===== config.mk =====
export PLATFORM = sky130hd
export DESIGN_NAME = z_env_gen
export DESIGN_NICKNAME = d
export VERILOG_FILES = /design/src/rtl/z_env_gen.sv
export SDC_FILE = /design/constraint.sdc
export NUM_CORES = 1
export LEC_CHECK = 0
export CORE_ASPECT_RATIO = 1.2
export CORE_UTILIZATION = 51
export DETAILED_ROUTE_END_ITERATION = 10
export PLACE_DENSITY = 0.83
export SYNTH_ARGS = -nofsm -noshare
export SYNTH_HDL_FRONTEND = slang
export SYNTH_SLANG_ARGS = --single-unit

===== constraint.sdc =====
create_clock -name clk -period 3 [get_ports clk]
set_input_delay 0.6 -clock clk [delete_from_list [all_inputs] [get_ports clk]]
set_output_delay 0.6 -clock clk [all_outputs]
set_load 0.1 [all_outputs]

===== src/rtl/z_env_gen.sv =====
// -----------------------------------------------------------------------------
// z_env_gen -- "breathing" envelope generator for a downstream PWM.
//
// The duty word ramps up from 0 to pPERIOD in pDELTA increments, dwells at
// full scale for hold_hi steps, ramps back down to 0, dwells at zero for
// hold_lo steps, then starts the next cycle. A "step" is every pSTEP_PRD-th
// end_tick pulse from the PWM, so the ramp stays locked to PWM periods.
//
// Ports
//   clk         in   rising-edge clock
//   rst         in   synchronous, active-high reset
//   en          in   enable; low forces IDLE with zero duty on the next edge
//   end_tick    in   one-cycle pulse at the end of each PWM period
//   hold_hi     in   [7:0] dwell steps at full scale (sampled on HOLD_HI entry)
//   hold_lo     in   [7:0] dwell steps at zero (sampled on HOLD_LO entry)
//   cyc_duty    out  [pWIDTH-1:0] registered duty word
//   phase       out  [2:0] current state (IDLE=0 RISE=1 HOLD_HI=2 FALL=3 HOLD_LO=4)
//   cycle_done  out  one-cycle pulse when a full breathing cycle completes
// -----------------------------------------------------------------------------
module z_env_gen #(
   parameter int pWIDTH    = 20,
   parameter int pPERIOD   = 1000000,
   parameter int pDELTA    = 5000,
   parameter int pSTEP_PRD = 20
) (
   input  logic              clk,
   input  logic              rst,
   input  logic              en,
   input  logic              end_tick,
   input  logic [7:0]        hold_hi,
   input  logic [7:0]        hold_lo,
   output logic [pWIDTH-1:0] cyc_duty,
   output logic [2:0]        phase,
   output logic              cycle_done
);

   typedef enum logic [2:0] {
      ST_IDLE    = 3'd0,
      ST_RISE    = 3'd1,
      ST_HOLD_HI = 3'd2,
      ST_FALL    = 3'd3,
      ST_HOLD_LO = 3'd4
   } state_t;

   localparam int lpSTEP_W = $clog2(pSTEP_PRD + 1);

   localparam logic [lpSTEP_W-1:0] lpSTEP_MAX = lpSTEP_W'(pSTEP_PRD);
   localparam logic [lpSTEP_W-1:0] lpSTEP_ONE = lpSTEP_W'(1);
   // One extra bit so the rising sum can exceed pPERIOD without wrapping.
   localparam logic [pWIDTH:0]     lpPERIOD_X = (pWIDTH + 1)'(pPERIOD);
   localparam logic [pWIDTH:0]     lpDELTA_X  = (pWIDTH + 1)'(pDELTA);

   state_t              r_state;
   logic [pWIDTH-1:0]   r_duty;
   logic [lpSTEP_W-1:0] r_step_cnt;
   logic [7:0]          r_dwell;
   logic                r_cycle_done;

   state_t              w_state_nxt;
   logic [pWIDTH-1:0]   w_duty_nxt;
   logic [lpSTEP_W-1:0] w_step_nxt;
   logic [7:0]          w_dwell_nxt;
   logic                w_done_nxt;

   logic                w_is_step;
   logic [pWIDTH:0]     w_duty_sum;
   logic [pWIDTH-1:0]   w_duty_up;
   logic [pWIDTH-1:0]   w_duty_dn;
   logic                w_dwell_last;

   // The step is the end_tick that finds the counter already at pSTEP_PRD.
   assign w_is_step    = end_tick && (r_state != ST_IDLE) && (r_step_cnt == lpSTEP_MAX);

   // Saturating ramp arithmetic: clamp to pPERIOD going up, to 0 going down.
   assign w_duty_sum   = {1'b0, r_duty} + lpDELTA_X;
   assign w_duty_up    = (w_duty_sum > lpPERIOD_X) ? lpPERIOD_X[pWIDTH-1:0]
                                                   : w_duty_sum[pWIDTH-1:0];
   assign w_duty_dn    = ({1'b0, r_duty} > lpDELTA_X) ? (r_duty - lpDELTA_X[pWIDTH-1:0])
                                                      : '0;

   // Dwell ends on the step that takes the counter from 1 to 0.
   assign w_dwell_last = (r_dwell <= 8'd1);

   // Next-state and next-output logic.
   always_comb begin
      // NOTE: every target gets a default first, so no path leaves a value
      // unassigned and no latch is inferred.
      w_state_nxt = r_state;
      w_duty_nxt  = r_duty;
      w_step_nxt  = r_step_cnt;
      w_dwell_nxt = r_dwell;
      w_done_nxt  = 1'b0;

      if (!en) begin
         // Disable beats any simultaneous step: abandon the envelope.
         w_state_nxt = ST_IDLE;
         w_duty_nxt  = '0;
         w_step_nxt  = '0;
         w_dwell_nxt = '0;
      end else begin
         // Ticks counted 1..pSTEP_PRD in every active state; IDLE ignores them.
         if (r_state != ST_IDLE && end_tick) begin
            w_step_nxt = w_is_step ? lpSTEP_ONE : (r_step_cnt + lpSTEP_ONE);
         end

         case (r_state)
            ST_IDLE: begin
               w_state_nxt = ST_RISE;
               w_duty_nxt  = '0;
               w_step_nxt  = lpSTEP_ONE;
            end

            ST_RISE: begin
               if (w_is_step) begin
                  w_duty_nxt = w_duty_up;
                  if ({1'b0, w_duty_up} == lpPERIOD_X) begin
                     if (hold_hi == 8'd0) begin
                        w_state_nxt = ST_FALL;
                     end else begin
                        w_state_nxt = ST_HOLD_HI;
                        w_dwell_nxt = hold_hi;
                     end
                  end
               end
            end

            ST_HOLD_HI: begin
               if (w_is_step) begin
                  w_dwell_nxt = r_dwell - 8'd1;
                  if (w_dwell_last) begin
                     w_dwell_nxt = '0;
                     w_state_nxt = ST_FALL;
                  end
               end
            end

            ST_FALL: begin
               if (w_is_step) begin
                  w_duty_nxt = w_duty_dn;
                  if (w_duty_dn == '0) begin
                     if (hold_lo == 8'd0) begin
                        w_state_nxt = ST_RISE;
                        w_done_nxt  = 1'b1;
                     end else begin
                        w_state_nxt = ST_HOLD_LO;
                        w_dwell_nxt = hold_lo;
                     end
                  end
               end
            end

            ST_HOLD_LO: begin
               if (w_is_step) begin
                  w_dwell_nxt = r_dwell - 8'd1;
                  if (w_dwell_last) begin
                     w_dwell_nxt = '0;
                     w_state_nxt = ST_RISE;
                     w_done_nxt  = 1'b1;
                  end
               end
            end

            default: begin
               // Unreachable encodings recover to a clean IDLE.
               w_state_nxt = ST_IDLE;
               w_duty_nxt  = '0;
               w_step_nxt  = '0;
               w_dwell_nxt = '0;
            end
         endcase
      end
   end

   // State and output registers.
   always_ff @(posedge clk) begin
      // NOTE: non-blocking assignments so every register samples the values
      // from before this edge, independent of statement order.
      if (rst) begin
         r_state      <= ST_IDLE;
         r_duty       <= '0;
         r_step_cnt   <= lpSTEP_ONE;
         r_dwell      <= '0;
         r_cycle_done <= 1'b0;
      end else begin
         r_state      <= w_state_nxt;
         r_duty       <= w_duty_nxt;
         r_step_cnt   <= w_step_nxt;
         r_dwell      <= w_dwell_nxt;
         r_cycle_done <= w_done_nxt;
      end
   end

   assign cyc_duty   = r_duty;
   assign phase      = r_state;
   assign cycle_done = r_cycle_done;

endmodule

==> impl_metrics.py, run 1 <==
metrics = {
    "yosys": {
        "netlist_instances": 486,
        "yosysTopAreaCell": "dfxtp_1",
        "synth_nets": 513,
        "ys_warn_count": 0,
        "synthDistinctLibCells": 72,
        "synth_top_area_share_pct": 21.4,
        "syn_area_um2": 3470,
        "synth.avg_cell_area_um2": 7.13,
        "ys_seq_elements": 37,
        "seq_area_frac_synth_pct": 21.4,
        "ys_async_sr_fraction_pct": 0,
        "synth_ff_type": "dfxtp_1",
        "synth_edf_count": 0,
        "ys_top_cells_by_area": "dfxtp_1 (21%), a21oi_1 (5.9%), nand2_1 (4.4%), nor2_1 (4.2%), o21ai_0 (3.9%)",
    },
    "cts": {
        "htree_levels": 2,
        "worstSkewPairLatency_ns": 0.30,
        "clock_sinks": 37,
        "cts_tree": "built",
        "cts-root-buf": "clkbuf_8",
        "cts_buffers": 5,
        "cts.clk_slew.worst_paths_ns": 0.08,
        "cts_hold_buffers": 0,
        "clock_path_buffers": 2,
    },
    "grt": {
        "grt.total_usage_pct": 34.9,
        "grt_pass1_vias": 4161,
        "grt-ovfl-total": 0,
        "grt_start_max_net_pins": 24,
        "grt_pass1_wl_um": 19900,
        "antenna_found_initial": 0,
    },
    "power": {
        "seqPwrFrac_pct": 38.5,
        "ir_drop_uv": 193,
        "sw_frac_of_total_pct": 37.2,
        "p_sw_uw": 503,
        "p_leak_nw": 1.68,
        "p_int_uw": 849,
        "total_power_mw": 1.35,
        "power_frac_comb_pct": 35.0,
        "clkPwrFrac_pct": 26.5,
        "power_density_nw_per_um2": 296,
    },
    "timing": {
        "fmax_mhz": 341,
        "report.final.slew_viol_count": 0,
        "fin_crit_ns": 2.93,
        "finalSetupTns_ns": 0,
        "setup_violations": 0,
        "final-hold-violation-count": 0,
        "slew_headroom_pct": 47.2,
        "finalCritPeriodShare_pct": 97.8,
        "fin_worst_skew_ns": 0.00930,
        "worst_pin_slew_ns": 0.787,
    },
    "detailed_routing": {
        "drt-pass1-iter-count": 5,
        "vias": 4310,
        "wire_per_inst_um": 19.8,
        "drt_iter0_markers": 321,
        "wirelength_um": 12700,
        "drc": 0,
        "vias_per_cell": 6.71,
        "antenna_left": 0,
    },
    "critical_path": {
        "crit_fanout": 15,
        "path_class": "reg2reg",
        "worstPathArrival_ns": 3.12,
        "critPathCaptureType": "flip-flop",
        "critPathLaunchType": "flip-flop",
        "cp_data_required_time_ns": 3.19,
        "reg2reg_slack_ns": 0.07,
    },
    "final_layout": {
        "layout_commonest_cell": "buf_4",
        "num-nets-final": 583,
        "final_cell_mix": "buf_4 (86), nand2_1 (41), a21oi_1 (41), nor2_1 (38), o21ai_0 (23)",
        "syn_to_final_growth_pct": 31.5,
        "finish.utilization_pct": 70.3,
        "antenna_cells": 0,
        "drive_gt1_share_pct": 27.5,
    },
    "die": {
        "initial_utilization_pct": 53.5,
        "rows": 32,
        "die_w_um": 77.3,
        "die_area_um2": 7130,
        "die_y_um": 92.3,
        "pin_count": 44,
        "core_um2": 6490,
    },
    "run": {
        "cap_violations": 0,
    },
    "min_path": {
        "hold_class": "reg2reg",
    },
    "placed_design": {
        "place.gp.congestion": 0.995,
        "port_buffers": 43,
        "dp_hpwl_um": 8930,
    },
    "run_status": {
        "outcome": "finished clean",
    },
}
registers in the layout (all words and copies together) (netlist names):
| name | flops |
|---|---|
| cyc_duty | 20 |
| cycle_done | 1 |
| phase | 3 |
| r_dwell | 8 |
| r_step_cnt | 5 |
critical path, stage by stage, from the launching register on:
cell	delay, ns
dfxtp_4	0.42
buf_4	0.17
or3b_4	0.43
o22ai_4	0.17
a22oi_2	0.10
a2111oi_4	0.31
nand4b_1	0.22
a211o_4	0.40
or3_4	0.37
a32o_1	0.23
synth_stat cells (4+ instances only):
| library cell | n |
|---|---|
| inv_1 | 13 |
| a21o_1 | 7 |
| o22ai_1 | 7 |
| mux2i_1 | 8 |
| xnor2_1 | 6 |
| buf_2 | 7 |
| o211ai_1 | 7 |
| o31a_1 | 6 |
| o21ai_0 | 27 |
| xor2_1 | 7 |
| a21oi_1 | 41 |
| nand3_1 | 16 |
| or3_1 | 7 |
| ha_1 | 7 |
| nand2_1 | 41 |
| a31o_2 | 4 |
| nand4_1 | 10 |
| nor4_1 | 9 |
| nand2b_1 | 11 |
| a32o_1 | 4 |
| and2_1 | 4 |
| nor2_1 | 39 |
| a211oi_1 | 8 |
| nor2b_1 | 4 |
| dfxtp_1 | 37 |
| clkbuf_1 | 33 |
| and3_1 | 7 |
| nor3_1 | 18 |
| nand3b_1 | 4 |
| o31ai_1 | 4 |
| a31oi_1 | 11 |
| o311a_1 | 4 |
| o21a_1 | 4 |
what timing repair did:
action | CTS | global route
pin swaps | 7 | 7
resized for setup | 3 | 19
setup buffers | 6 | 4
setup endpoints to repair | 3 | 11
metrics by stage:
step                      worst slack, ns  hold WS, ns  cell area (um^2)  instances
after detailed placement          -0.0706        0.454              4280        624
after global routing              -0.0627        0.485              4560        642
after CTS                         0.00282        0.465              4450        638
final                              0.0659        0.465              4560        642
after global placement             0.0367        0.448              4280        624
after floorplan                   -0.0198        0.484              3580        486
area by class of cell:
class,instances,area (um^2)
Sequential cell,37,788
Fill cell,541,1930
Timing Repair Buffer,108,887
Clock inverter,3,17.5
Inverter,13,51.3
Clock buffer,5,68.8
Tap cell,85,106
Multi-Input combinational cell,391,2640
worst paths after layout:
path,endpoint,cells after the start,start
max,r_dwell[6],9,cyc_duty[5]
min,cyc_duty[0],1,cyc_duty[0]
max reg2reg,r_dwell[6],9,cyc_duty[5]
min reg2reg,cyc_duty[0],1,cyc_duty[0]
per-layer routing:
layer | wire (um) | share of wire (%) | global-route usage (%)
met1 | 4790 | 38 | 40.4
met2 | 6030 | 48 | 60.7
met3 | 1230 | 9.7 | 5.62
met4 | 632 | 5.0 | 19.5
met5 | 0 | 0 | 0
kinds of logic after synthesis:
kind of cell / Yosys count / share of synthesized area [%]
AND/OR/NAND/NOR: 193 / 29.7
AO/OA/AOI/OAI: 167 / 33.1
buffers and inverters: 58 / 6.78
flip-flops: 37 / 21.4
XOR/XNOR: 13 / 3.28
multiplexers: 10 / 2.96
adder cells (fa/ha/maj): 8 / 2.81
power by group through the flow:
stage                     combinational (mW)  sequential, mW  clock, mW
final                                  0.474           0.520      0.358
after global routing                   0.503           0.521      0.377
after CTS                              0.448           0.518      0.364
after detailed placement               0.426           0.532          0
after global placement                 0.419           0.531          0
after floorplan                        0.230           0.573          0
(Power assumes the default switching activity.)
==> run 2: changes to the inputs <==
--- a/config.mk
+++ b/config.mk
@@ -5,6 +5,7 @@
 export SDC_FILE = /design/constraint.sdc
 export NUM_CORES = 1
 export LEC_CHECK = 0
+export ABC_CLOCK_PERIOD_IN_PS = 3000
 export CORE_ASPECT_RATIO = 1.2
 export CORE_UTILIZATION = 51
 export DETAILED_ROUTE_END_ITERATION = 10
==> results of run 2 <==
Final layout, timing and power as in run 1 (identical DEF).
